`src/rtl/mem_stage.sv`:
```
`default_nettype none
// ============================================================================
// Module   : mem_stage
// Brief    : MEM pipeline stage that waits for the data-SRAM response, aligns
//            and extends load data, and drops responses of flushed requests.
//            Build option MS_LD_FWD_EN lets ID forward load data on arrival.
// Revision : 1.0
// ============================================================================
module mem_stage #(
  parameter int CANCEL_W = 2
) (
  input  logic        clk,
  input  logic        resetn,
  input  logic        es_to_ms_valid,
  output logic        ms_allowin,
  input  logic [31:0] es_pc,
  input  logic        es_rf_we,
  input  logic [4:0]  es_rf_waddr,
  input  logic [31:0] es_result,
  input  logic        es_res_from_mem,
  input  logic        es_mem_req,
  input  logic [4:0]  es_ld_inst,
  input  logic        es_csr_re,
  input  logic [85:0] es_ex_zip,
  input  logic        data_sram_data_ok,
  input  logic [31:0] data_sram_rdata,
  input  logic        ws_allowin,
  input  logic        wb_ex,
  output logic        ms_to_ws_valid,
  output logic [31:0] ms_pc,
  output logic        ms_rf_we,
  output logic [4:0]  ms_rf_waddr,
  output logic [31:0] ms_final_result,
  output logic        ms_res_from_mem,
  output logic        ms_data_pending,
  output logic        ms_csr_re,
  output logic        ms_ex,
  output logic [85:0] ms_ex_zip
);

  localparam logic [CANCEL_W-1:0] C_CANCEL_MAX = '1;

  logic                r_ms_valid;
  logic [31:0]         r_pc;
  logic                r_rf_we;
  logic [4:0]          r_rf_waddr;
  logic [31:0]         r_result;
  logic                r_res_from_mem;
  logic                r_mem_req;
  logic [4:0]          r_ld_inst;
  logic                r_csr_re;
  logic [85:0]         r_ex_zip;
  logic                r_buf_vld;
  logic [31:0]         r_buf_data;
  logic [CANCEL_W-1:0] r_cancel_cnt;

  logic        w_ex;
  logic        w_wait;
  logic        w_data_ok_eff;
  logic        w_drop;
  logic        w_ready_go;
  logic        w_allowin;
  logic        w_to_ws;
  logic        w_accept;
  logic        w_xfer;
  logic        w_cancel_inc;
  logic [31:0] w_rdata;
  logic [7:0]  w_byte;
  logic [15:0] w_half;
  logic [31:0] w_load_data;

  assign w_ex          = r_ms_valid & (|r_ex_zip[6:0]);
  assign w_wait        = r_ms_valid & r_mem_req & ~w_ex;
  assign w_data_ok_eff = data_sram_data_ok & (r_cancel_cnt == '0);
  assign w_drop        = data_sram_data_ok & (r_cancel_cnt != '0);
  assign w_ready_go    = ~w_wait | w_data_ok_eff | r_buf_vld;
  assign w_allowin     = ~r_ms_valid | (w_ready_go & ws_allowin);
  assign w_to_ws       = r_ms_valid & w_ready_go & ~wb_ex;
  assign w_accept      = es_to_ms_valid & w_allowin;
  assign w_xfer        = w_to_ws & ws_allowin;
  // A same-cycle response that is itself being dropped does not satisfy the
  // flushed request, so that request still needs its own cancel slot.
  assign w_cancel_inc  = wb_ex & w_wait & ~r_buf_vld & ~w_data_ok_eff;

  always_ff @(posedge clk or negedge resetn) begin
    if (!resetn) begin
      r_ms_valid <= 1'b0;
    end else if (wb_ex) begin
      r_ms_valid <= 1'b0;
    end else if (w_allowin) begin
      r_ms_valid <= es_to_ms_valid;
    end
  end

  always_ff @(posedge clk or negedge resetn) begin
    if (!resetn) begin
      r_pc           <= 32'h0;
      r_rf_we        <= 1'b0;
      r_rf_waddr     <= 5'h0;
      r_result       <= 32'h0;
      r_res_from_mem <= 1'b0;
      r_mem_req      <= 1'b0;
      r_ld_inst      <= 5'h0;
      r_csr_re       <= 1'b0;
      r_ex_zip       <= 86'h0;
    end else if (w_accept) begin
      r_pc           <= es_pc;
      r_rf_we        <= es_rf_we;
      r_rf_waddr     <= es_rf_waddr;
      r_result       <= es_result;
      r_res_from_mem <= es_res_from_mem;
      r_mem_req      <= es_mem_req;
      r_ld_inst      <= es_ld_inst;
      r_csr_re       <= es_csr_re;
      r_ex_zip       <= es_ex_zip;
    end
  end

  // Holds a response that arrived while WB was stalling this stage.
  always_ff @(posedge clk or negedge resetn) begin
    if (!resetn) begin
      r_buf_vld  <= 1'b0;
      r_buf_data <= 32'h0;
    end else if (wb_ex || w_xfer) begin
      r_buf_vld  <= 1'b0;
    end else if (w_data_ok_eff && r_ms_valid && !ws_allowin) begin
      r_buf_vld  <= 1'b1;
      r_buf_data <= data_sram_rdata;
    end
  end

  always_ff @(posedge clk or negedge resetn) begin
    if (!resetn) begin
      r_cancel_cnt <= '0;
    end else begin
      case ({w_cancel_inc, w_drop})
        2'b10: if (r_cancel_cnt != C_CANCEL_MAX) r_cancel_cnt <= r_cancel_cnt + 1'b1;
        2'b01: r_cancel_cnt <= r_cancel_cnt - 1'b1;
        default: r_cancel_cnt <= r_cancel_cnt;
      endcase
    end
  end

  assign w_rdata = r_buf_vld ? r_buf_data : data_sram_rdata;
  assign w_half  = r_result[1] ? w_rdata[31:16] : w_rdata[15:0];

  always_comb begin
    w_byte = w_rdata[7:0];
    case (r_result[1:0])
      2'd1:    w_byte = w_rdata[15:8];
      2'd2:    w_byte = w_rdata[23:16];
      2'd3:    w_byte = w_rdata[31:24];
      default: w_byte = w_rdata[7:0];
    endcase
  end

  // ld_inst = {ld_b, ld_bu, ld_h, ld_hu, ld_w}
  always_comb begin
    w_load_data = w_rdata;
    if (r_ld_inst[4]) begin
      w_load_data = {{24{w_byte[7]}}, w_byte};
    end else if (r_ld_inst[3]) begin
      w_load_data = {24'h0, w_byte};
    end else if (r_ld_inst[2]) begin
      w_load_data = {{16{w_half[15]}}, w_half};
    end else if (r_ld_inst[1]) begin
      w_load_data = {16'h0, w_half};
    end else if (r_ld_inst[0]) begin
      w_load_data = w_rdata;
    end
  end

  assign ms_allowin      = w_allowin;
  assign ms_to_ws_valid  = w_to_ws;
  assign ms_pc           = r_pc;
  assign ms_rf_we        = r_rf_we & ~w_ex;
  assign ms_rf_waddr     = r_rf_waddr;
  assign ms_final_result = r_res_from_mem ? w_load_data : r_result;
  assign ms_res_from_mem = r_ms_valid & r_res_from_mem;
  assign ms_csr_re       = r_csr_re;
  assign ms_ex           = w_ex;
  assign ms_ex_zip       = r_ex_zip;

`ifdef MS_LD_FWD_EN
  assign ms_data_pending = r_ms_valid & r_res_from_mem & ~(w_data_ok_eff | r_buf_vld);
`else
  assign ms_data_pending = r_ms_valid & r_res_from_mem;
`endif

endmodule
`default_nettype wire

```
`config.mk`:
```
export PLATFORM = sky130hd
export DESIGN_NAME = mem_stage
export DESIGN_NICKNAME = d
export VERILOG_FILES = /design/src/rtl/mem_stage.sv
export SDC_FILE = /design/constraint.sdc
export NUM_CORES = 1
export LEC_CHECK = 0
export ABC_AREA = 1
export BUFFER_PORTS_ARGS = -buffer_cell sky130_fd_sc_hd__buf_2
export CAP_MARGIN = 20
export CORE_ASPECT_RATIO = 0.9
export CORE_MARGIN = 4
export CORE_UTILIZATION = 50
export DETAILED_ROUTE_END_ITERATION = 10
export PLACE_DENSITY = 0.79
export REMOVE_ABC_BUFFERS = 1
export SYNTH_ARGS = -nofsm -noshare
export SYNTH_HDL_FRONTEND = slang
export SYNTH_SLANG_ARGS = --single-unit
export TNS_END_PERCENT = 30
```
`constraint.sdc`:
```
create_clock -name clk -period 1.9 [get_ports clk]
set_clock_uncertainty 0.05 [all_clocks]
set_input_delay 0.38 -clock clk [delete_from_list [all_inputs] [get_ports clk]]
set_output_delay 0.38 -clock clk [all_outputs]
set_load 0.02 [all_outputs]
```
After elaboration in Yosys (flattened, before gate mapping)
Cells that the tools add are included.
Widths: inputs -> output; s select.

storage, ports and cells
  output and inout port bits = 162
  RAM bits = 0
  bits in read-only memories = 0
  latch bits = 0
  word-level logic and storage cells = 73
  memories = 0
  flip-flop bits (word level) = 200
  input port bits = 202

operators by class
  mux-type cells = 14
  divide/modulo/power cells = 0
  multipliers = 0
  reductions and logical operators = 12
  equal/unequal tests = 7
  bitwise gates (word level) = 25
  magnitude comparators = 0
  shift operators = 0
  add/sub/neg operators = 2

operators with widths
  operator             number
  $mux 32              6
  $pmux 8 s3           1
  $mux 16              1
  $and 1x1->1          15
  $reduce_bool 2->1    4
  $not 1->1            7
  $reduce_or 7->1      1
  $eq 2x2->1 const B   3
  $eq 2x1->1 const B   2
  $mux 1               4
  $ne 2x2->1 const B   2
  $pmux 2 s2           1
  $reduce_and 2->1     2
  $or 1x1->1           3
  $add 2x1->2 const B  1
  $logic_and 1x1->1    2
  $logic_not 2->1      1
  $mux 2               1
  $sub 2x1->2 const B  1
  $logic_not 1->1      1
  $logic_or 1x1->1     1

Depth between registers and ports, before layout
Gate-level depths: netlist of the first run.

  depth after elaboration = 13
  mapped depth = 13
  mapped depth without buffers = 11

Worst setup path after synthesis of the first run
No wires, ideal clock.

  kind = reg2out
  start point = register r_ex_zip[5], in the netlist ms_ex_zip[5]
  end point = output port ms_to_ws_valid
  path buffers = 0
  arrival time = 1.608 ns
  stages on the path, launching flop included = 7
  slack = -0.138 ns
  required time = 1.470 ns
  path through = dfrtp_1 > inv_1 > nand3b_1 > nor2_1 > nor2_1 > nor2_1 > nor3_1

between the ends
  longest elaborated chain between the ends = 9

RTL lines
  what                      RTL line  RTL
  start, declared           52        logic [85:0] r_ex_zip;
  start signal, assigned    115       r_ex_zip <= es_ex_zip;
  $reduce_or 7->1           72        assign w_ex = r_ms_valid & (|r_ex_zip[6:0]);
  $and 1x1->1               72
  via ms_ex                 37        output logic ms_ex,
  $not 1->1                 73        assign w_wait = r_ms_valid & r_mem_req & ~w_ex;
  $and 1x1->1               73
  $not 1->1                 76        assign w_ready_go = ~w_wait | w_data_ok_eff | r_buf_vld;
  $or 1x1->1 (2 in a row)   76
  $and 1x1->1 (2 in a row)  78        assign w_to_ws = r_ms_valid & w_ready_go & ~wb_ex;
  end, declared             29        output logic ms_to_ws_valid,

The timed path passes the listed nets, and every way through them passes these cells.

Worst setup path in the final report of the first run
  start point = register r_buf_vld
  end point = output port ms_final_result[24]

between the ends
  longest elaborated chain between the ends = 6
  elaborated cells on any way between the ends = 8
  classes of those cells = mux: 8

RTL lines
  what                                       RTL line  RTL
  start, declared                            53        logic r_buf_vld;
  start signal, assigned                     122       r_buf_vld <= 1'b0;
  start signal, assigned                     125       r_buf_vld <= 1'b0;
  start signal, assigned                     127       r_buf_vld <= 1'b1;
  $mux 32 *                                  144       assign w_rdata = r_buf_vld ? r_buf_data : data_sram_rdata;
  $mux 32 / $mux 16 (equally long branches)  166, 145
  $mux 32                                    164       end else if (r_ld_inst[2]) begin
  $mux 32                                    162       end else if (r_ld_inst[3]) begin
  $mux 32 *                                  160       if (r_ld_inst[4]) begin
  $mux 32 *                                  178       assign ms_final_result = r_res_from_mem ? w_load_data : r_result;
  end, declared                              33        output logic [31:0] ms_final_result,

Every way passes the cells marked *; elsewhere a longest branch is shown, timed or not.

==> reports/metrics.csv, run 1 <==
metric,value,unit
r2r-start,r_buf_vld,
max_cap_viol_count,0,
path_delay_family,simple AND/OR/NAND/NOR gates,
async_reset_ff_share,100,%
synthTopCellsByCount,"nand2_1, dfrtp_1, nand4_1",
cts.sinks,199,
vias_per_cell,5.47,
clockBufferDepth,2,
grt_max_degree,83,
worstSetupStartpointType,flip-flop,
drv_slew,0,
synth_seq_cells,199,
synth_warnings,0,
grt_setup_unrepaired,true,
layout_min_cycle_time,2520,ps
place_inst,1848,
syn-cell-area,9770,um^2
setup_ws,-615,ps
cts_tree,done,
yosysMostFrequentCell,nand2_1,
critical_path_class,flip-flop to output port,
regToRegEndpoint,ms_ex_zip[52],
worstMarginPinSlew,573,ps
crit_path_max_fanout,24,
whs_endpoint,ms_ex_zip[59],
fin_crit_sh,132,%
yosysTopAreaCell,dfrtp_1,
numPortBuffers,362,
violations,negative setup slack,
cts_buffers,17,
routabilityCongestion,0.925,
io_pins,364,
core,19200,um^2
clock_latency,450,ps
die_area,21800,um^2
fmax,398,MHz
finalHoldViolations,0,
antenna_found_initial,5,
ant_nets,0,
drt_iter0_markers,984,
crit_path_max_incr_delay,460,ps
outcome,"complete, but fails checks",
cellPowerDensity,936,nW/um^2
vias,10400,
hpwlAfterDp,23200,um
synthFlopType,dfrtp_1,
hp-start,es_ex_zip[59],
stdcell_count,1902,
cp-end-kind,output port,
synth.area.top_cells,"dfrtp_1, nand2_1, nand4_1, o21ai_0, inv_1",
r2r_slack,-120,ps
r2r_cells,12,
drtPass1Iterations,5,
synth-edff-count,0,
avgSynthCellArea,7.71,um^2
ctsHtreeMaxLevel,4,
fin_nets,1839,
required,1470,ps
p_leak,7.56,nW
cp.buffers_inverters,3,
slowest_stage,dfrtp_2,
synth_seq_area_share,51.0,%
grt_pass1_vias,9860,
synth_top_area_share,51.0,%
path_cells,"buf_12, nand2_1, nand3_2, nand2_2, nand2_2, buf_4, nand2_1, nand2_1, nand2_1, nand2_1, nand2_2, buf_6",
num_rows,48,
synthCells,1267,
overflow,0,
holdPathStages,3,
setup_violations,197,
ir_worst_vdd,512,uV
worstPathArrival,2090,ps
totalWireLength,34400,um
wl_per_cell,18.1,um
relSlewSlack,61.8,%
grtUsageTotal,30.0,%
final_util,69.6,%
cts_root_buf,clkbuf_16,
cpMostUsedCell,nand2_1,
clk_pin_slew,90,ps
grt_pass1_wl,52400,um
syn_to_final_growth,36.9,%
final_layout_size_suffix_gt1_share,32.2,%
post-route-drc-count,0,
die_w,155,um
start_util,50.8,%
synthDistinctLibCells,28,
die_h,141,um
hp-class,primary input to flip-flop,
[final cells by class]
type	instances	area, um^2
Inverter	61	234
Clock buffer	17	425
Antenna cell	2	5.00
Tap cell	250	313
Timing Repair Buffer	453	3010
Sequential cell	199	4980
Multi-Input combinational cell	905	4200
Clock inverter	15	218
Fill cell	1530	5840
[kinds of logic (layout without fill, tap and decap cells)]
kind of cell | count (synthesis) | count (layout) | share of synthesized area (%)
buf+inv | 164 | 546 | 7.99
simple gates | 809 | 810 | 35.9
compound gates | 95 | 95 | 5.15
other cells | 0 | 2 | 0
flops | 199 | 199 | 51.0
[per-layer routing]
layer | vias to the layer above | GRT usage [%] | share of wire, %
met2 | 507 | 49.5 | 50
met4 | 10 | 13.4 | 4.7
met1 | 4907 | 37.1 | 37
met5 | - | 0 | 0.18
met3 | 107 | 8.32 | 8.9
li1 | 4871 | - | -
[tightest hold or removal path, stage by stage]
cell	delay, ps
buf_2	70
nand4_1	80
nand2_1	60
[worst max path at each step]
| stage | startpoint | end | slack [ps] | cells after the start |
|---|---|---|---|---|
| floorplan | ws_allowin | ms_csr_re | -5580 | 5 |
| global route | r_buf_vld | ms_final_result[24] | -710 | 12 |
| finish | r_buf_vld | ms_final_result[24] | -620 | 12 |
| detailed placement | r_buf_vld | ms_pc[23] | -190 | 9 |
| global placement | r_buf_vld | ms_final_result[16] | -190 | 10 |
| CTS | r_buf_vld | ms_final_result[30] | -560 | 11 |
[timing repair]
action	in CTS	in global routing
endpoints found under the setup margin	200	163
resized for setup	87	30
buffers inserted	4	9
endpoints found under the hold margin	40	0
cloned	1	5
pin swaps	4	3
hold buffers	1	0
[sequential cells by signal, indices dropped and copies added, names as in the netlist, 2 cells and up]
register      cells
r_ld_inst         4
r_buf_data       32
ms_rf_waddr       5
r_cancel_cnt      2
ms_ex_zip        86
ms_pc            32
r_result         32
[per-stage QoR]
step	TNS, ps	total power [W]	setup slack (ps)	area, um^2	hold slack (ps)
2_1_floorplan	-948260	0.00686	-5580	9220	34.4
3_3_place_gp	-16590	0.00826	-186	12100	329
3_5_place_dp	-19470	0.00834	-193	12100	327
4_1_cts	-17460	0.0124	-558	13100	108
5_1_grt	-43740	0.0131	-710	13400	108
6_report	-27880	0.0125	-615	13400	118
[power by group]
group          switching [W]  internal [W]  total, W
sequential          0.000333       0.00479   0.00513
clock                0.00196       0.00194   0.00389
combinational        0.00216       0.00135   0.00351
total                0.00445       0.00808    0.0125
[cell usage in the layout, fill, tap and decap left out, types with 3 or more instances in the layout]
master / instances
a21oi_1: 15
a21oi_2: 3
buf_12: 17
buf_2: 332
buf_4: 67
buf_6: 27
buf_8: 3
clkbuf_16: 21
clkinv_8: 7
dfrtp_1: 197
inv_1: 54
inv_2: 4
inv_6: 3
nand2_1: 578
nand2_2: 13
nand2_8: 3
nand3_1: 15
nand4_1: 166
nor2_1: 17
nor2_4: 5
o211ai_1: 5
o21ai_0: 50
o21ai_1: 12
o21ai_2: 3
or2_2: 3
Power figures use the tool's default switching activity.
==> inputs of run 2 (changes only) <==
--- a/config.mk
+++ b/config.mk
@@ -12,7 +12,7 @@
 export CORE_MARGIN = 4
 export CORE_UTILIZATION = 50
 export DETAILED_ROUTE_END_ITERATION = 10
-export PLACE_DENSITY = 0.79
+export PLACE_DENSITY = 0.81
 export REMOVE_ABC_BUFFERS = 1
 export SYNTH_ARGS = -nofsm -noshare
 export SYNTH_HDL_FRONTEND = slang
==> reports/metrics.csv, run 2 (synthesis gave the netlist of run 1 again) <==
metric,value,unit
cpMostUsedCell,nand2_1,
hpwlAfterDp,23000,um
setup_violations,139,
layout_min_cycle_time,2450,ps
slowest_stage,dfrtp_1,
overflow,0,
die_h,141,um
start_util,50.8,%
ctsHtreeMaxLevel,4,
hp-start,es_pc[0],
layout_common_cells,"nand2_1, buf_2, dfrtp_1",
outcome,"complete, but fails checks",
die_area,21800,um^2
p_leak,7.56,nW
cts_tree,done,
drt_iter0_markers,939,
clk_pin_slew,90,ps
routabilityCongestion,0.891,
finalHoldViolations,0,
critical_path_class,flip-flop to output port,
cts_root_buf,clkbuf_16,
cp.buffers_inverters,2,
hp-class,primary input to flip-flop,
final_util,69.7,%
io_pins,364,
fmax,409,MHz
place_ws,-168,ps
fin_nets,1837,
r2r-start,r_buf_vld,
grt_pass1_vias,9793,
stdcell_area,13400,um^2
crit_path_max_incr_delay,440,ps
core,19200,um^2
vias,10400,
grt_max_degree,111,
drv_slew,0,
post-route-drc-count,0,
path_cells,"nor2_1, nor2_4, buf_4, a21oi_2, o21ai_0, nand2_1, nand2_1, nand2_1, buf_6",
cts.sinks,199,
grt-busiest-layer,met2,
ant_nets,0,
met2_usage,46.9,%
clockBufferDepth,2,
vias_per_cell,5.47,
ir_worst_vdd,699,uV
final_common_cell,nand2_1,
violations,negative setup slack,
final_layout_size_suffix_gt1_share,33.4,%
num_rows,48,
largest_reg_flops,86,
fill_cells,1530,
grt_pass1_wl,51400,um
multi_input_comb_area,4270,um^2
numPortBuffers,362,
antenna_found_initial,4,
crit_path_max_fanout,6,
critical_path.startpoint,r_ld_inst[2],
path_delay_family,simple AND/OR/NAND/NOR gates,
worstPathArrival,2020,ps
worstSetupStartpointType,flip-flop,
clock_latency,430,ps
grt_util_met1,36.9,%
grtUsageTotal,29.3,%
cts_buffers,17,
drtPass1Iterations,7,
max_cap_viol_count,0,
required,1470,ps
totalWireLength,33800,um
cp-end-kind,output port,
fin_crit_sh,129,%
worstMarginPinSlew,518,ps
die_w,155,um
relSlewSlack,65.4,%
setup_ws,-548,ps
final-seq-area,4980,um^2
grt_setup_unrepaired,true,
dpl_cell_area,12100,um^2
wl_per_cell,17.8,um
cellPowerDensity,923,nW/um^2
met3_usage,7.73,%
syn_to_final_growth,37.2,%
-- run 2: cell count changes in the layout (fill, tap and decap cells not counted), sizes merged --
cell	change
buf	-1
clkinvlp	+2
inv	-2
bufinv	-1
diode	-1
-- run 2: worst paths after layout --
| kind | endpoint | slack (ps) | cells past startpoint |
|---|---|---|---|
| worst max register to register | r_result[2] | -60 | 11 |
| worst min-delay path | ms_pc[0] | 130 | 3 |
| worst max-delay path | ms_final_result[11] | -550 | 9 |
| max in group asynchronous | ms_rf_waddr[0] | 740 | 3 |
| worst min register to register | ms_pc[31] | 420 | 2 |
| min in group asynchronous | r_buf_data[3] | 430 | 2 |
-- run 2: cell type report --
type	count	share of cell area (%)
Timing Repair Buffer	451	22.3
Clock inverter	14	1.32
Inverter	61	1.79
Multi-Input combinational cell	905	31.8
Clock buffer	18	3.28
Antenna cell	1	0.0187
Sequential cell	199	37.2
Tap cell	250	2.33
-- run 2: metrics by stage --
| step | total power (W) | std cells | TNS (ps) | hold slack [ps] |
|---|---|---|---|---|
| finish | 0.0124 | 1899 | -19490 | 133 |
| global route | 0.0130 | 1898 | -36550 | 131 |
| CTS | 0.0122 | 1882 | -16540 | 120 |
| detailed placement | 0.00832 | 1848 | -3950 | 352 |
| global placement | 0.00823 | 1848 | -3510 | 351 |
| floorplan | 0.00686 | 1164 | -948260 | 34.4 |
-- run 2: repair_timing --
action                                 CTS  global route
resized for setup                       84            68
setup buffers                            0            13
endpoints found under the hold margin   51             0
setup endpoints to repair              109           193
pin swaps                                1             5
gates cloned                             1             3
hold buffers                             1             0
-- run 2: per-layer routing --
layer,wire (um),vias up,share of wire [%]
met5,48,-,0.14
met4,1910,8,5.6
met1,12700,4851,38
li1,-,4872,-
met2,16300,515,48
met3,2900,139,8.6
-- run 2: worst register-to-register path: cells and delay by family (launching register included) --
family,cells,cell delay (ps)
buffers and inverters,6,840
AND/OR/NAND/NOR,5,530
flip-flops,1,430
-- run 2: report_power, final --
| group | switching [W] | internal [W] |
|---|---|---|
| clock network | 0.00188 | 0.00183 |
| logic | 0.00219 | 0.00136 |
| registers | 0.000327 | 0.00479 |
| total | 0.00439 | 0.00798 |
==> inputs of run 3 (changes only) <==
--- a/config.mk
+++ b/config.mk
@@ -8,11 +8,13 @@
 export ABC_AREA = 1
 export BUFFER_PORTS_ARGS = -buffer_cell sky130_fd_sc_hd__buf_2
 export CAP_MARGIN = 20
+export CELL_PAD_IN_SITES_DETAIL_PLACEMENT = 2
+export CELL_PAD_IN_SITES_GLOBAL_PLACEMENT = 2
 export CORE_ASPECT_RATIO = 0.9
 export CORE_MARGIN = 4
-export CORE_UTILIZATION = 50
+export CORE_UTILIZATION = 27
 export DETAILED_ROUTE_END_ITERATION = 10
-export PLACE_DENSITY = 0.81
+export PLACE_DENSITY_LB_ADDON = 0.1
 export REMOVE_ABC_BUFFERS = 1
 export SYNTH_ARGS = -nofsm -noshare
 export SYNTH_HDL_FRONTEND = slang
==> reports/metrics.csv, run 3 (synthesis gave the netlist of run 1 again) <==
metric,value,unit
path_cells,"buf_12, buf_12, nand2_2, o21ai_4, or2_1, nand2_4, nand2_4, nand2_2, nand2_2, nand2_2, buf_6",
hp-class,primary input to flip-flop,
vias,10500,
cts_tree,done,
finalHoldViolations,0,
clk_pin_slew,80,ps
relSlewSlack,72.3,%
grt_pass1_wl,70500,um
drt_iter0_markers,459,
io_pins,364,
critical_path_class,flip-flop to output port,
grtUsageTotal,22.9,%
grt_setup_unrepaired,true,
overflow,0,
layout_common_cells,"nand2_1, buf_2, dfrtp_1",
ctsHtreeMaxLevel,4,
worstPathArrival,2090,ps
post-route-drc-count,0,
antenna_found_initial,18,
cp-end-kind,output port,
worstSetupStartpointType,flip-flop,
outcome,"complete, but fails checks",
largest_reg_flops,86,
die_w,209,um
place_inst,2076,
num_rows,65,
crit_path_max_fanout,15,
numPortBuffers,362,
ir_worst_vdd,644,uV
cp.buffers_inverters,3,
cpMostUsedCell,nand2_2,
wl_per_cell,22.3,um
violations,negative setup slack,
fmax,397,MHz
drv_slew,0,
grt_max_degree,75,
slowest_stage,dfrtp_2,
fin_nets,1858,
layout_min_cycle_time,2520,ps
setup_violations,126,
vias_per_cell,4.90,
clock_latency,460,ps
die_h,188,um
cts.sinks,199,
cts_root_buf,clkbuf_16,
hpwlAfterDp,31900,um
routabilityCongestion,0.786,
grt_pass1_vias,11700,
stdcell_count,2140,
final_common_cell,nand2_1,
p_leak,7.80,nW
fin_crit_sh,132,%
path_delay_family,simple AND/OR/NAND/NOR gates,
required,1470,ps
start_util,27.6,%
worstMarginPinSlew,415,ps
totalWireLength,47700,um
max_cap_viol_count,0,
cellPowerDensity,901,nW/um^2
setup_ws,-616,ps
cts_buffers,17,
syn_to_final_growth,47.4,%
final_layout_size_suffix_gt1_share,38.3,%
ant_nets,0,
drtPass1Iterations,4,
crit_path_max_incr_delay,430,ps
place_ws,-361,ps
clockBufferDepth,2,
die_area,39300,um^2
core,35400,um^2
-- run 3: worst register-to-register path, cell delays in order, from the launching register on --
cell	delay [ps]
dfrtp_2	430
buf_12	150
inv_12	70
buf_6	110
nand4_1	120
buf_4	170
inv_4	60
nand2_8	110
nand3_4	160
buf_12	130
clkbuf_16	210
nand2_1	90
nand2_1	60
-- run 3: layout make-up --
cell class	instances	area, um^2
Fill cell	4062	21000
Clock buffer	17	425
Inverter	61	244
Clock inverter	15	163
Sequential cell	199	4980
Timing Repair Buffer	469	3380
Tap cell	469	587
Multi-Input combinational cell	908	4610
Antenna cell	2	5.00
-- run 3: timing repair --
item | CTS | global route
pin swaps | 35 | 53
gates cloned | 5 | 8
endpoints found under the setup margin | 101 | 146
buffers inserted | 6 | 10
hold buffers | 1 | 0
hold endpoints to repair | 37 | 0
resized for setup | 182 | 92
-- run 3: worst paths after layout --
path                                from                  end  slack, ps  cells after the start
hold / removal                     wb_ex           r_ms_valid        110                      2
setup / recovery               r_buf_vld  ms_final_result[30]       -620                     11
hold reg to reg            ms_ex_zip[35]        ms_ex_zip[35]        420                      2
min in group asynchronous         resetn          r_result[6]        380                      2
max in group asynchronous         resetn          r_result[1]        810                      3
setup reg to reg               r_buf_vld        ms_ex_zip[45]        -80                     12
-- run 3: per-stage QoR --
| stage | power [W] | TNS (ps) | hold WS [ps] | utilization [%] | instance area (um^2) |
|---|---|---|---|---|---|
| floorplan | 0.00686 | -948260 | 34.4 | - | 9220 |
| global route | 0.0137 | -37190 | 94.3 | 40.7 | 14400 |
| global placement | 0.00846 | -14060 | 274 | 35.4 | 12500 |
| detailed placement | 0.00857 | -19070 | 272 | 35.4 | 12500 |
| CTS | 0.0128 | -19670 | 84.7 | 39.0 | 13800 |
| finish | 0.0130 | -22840 | 111 | 40.7 | 14400 |
-- run 3: where the power goes --
part           leakage [nW]  total, W  internal, W  switching (W)
combinational          5.07   0.00404      0.00154        0.00250
clock                 0.284   0.00381      0.00186        0.00194
sequential             2.44   0.00513      0.00479       0.000336
-- run 3: metal layers --
| metal | global-route usage [%] | part of all wire (%) |
|---|---|---|
| met1 | 28.0 | 42 |
| met2 | 39.8 | 50 |
| met3 | 8.21 | 6.6 |
| met4 | 3.21 | 0.88 |
| met5 | 0 | 0.32 |
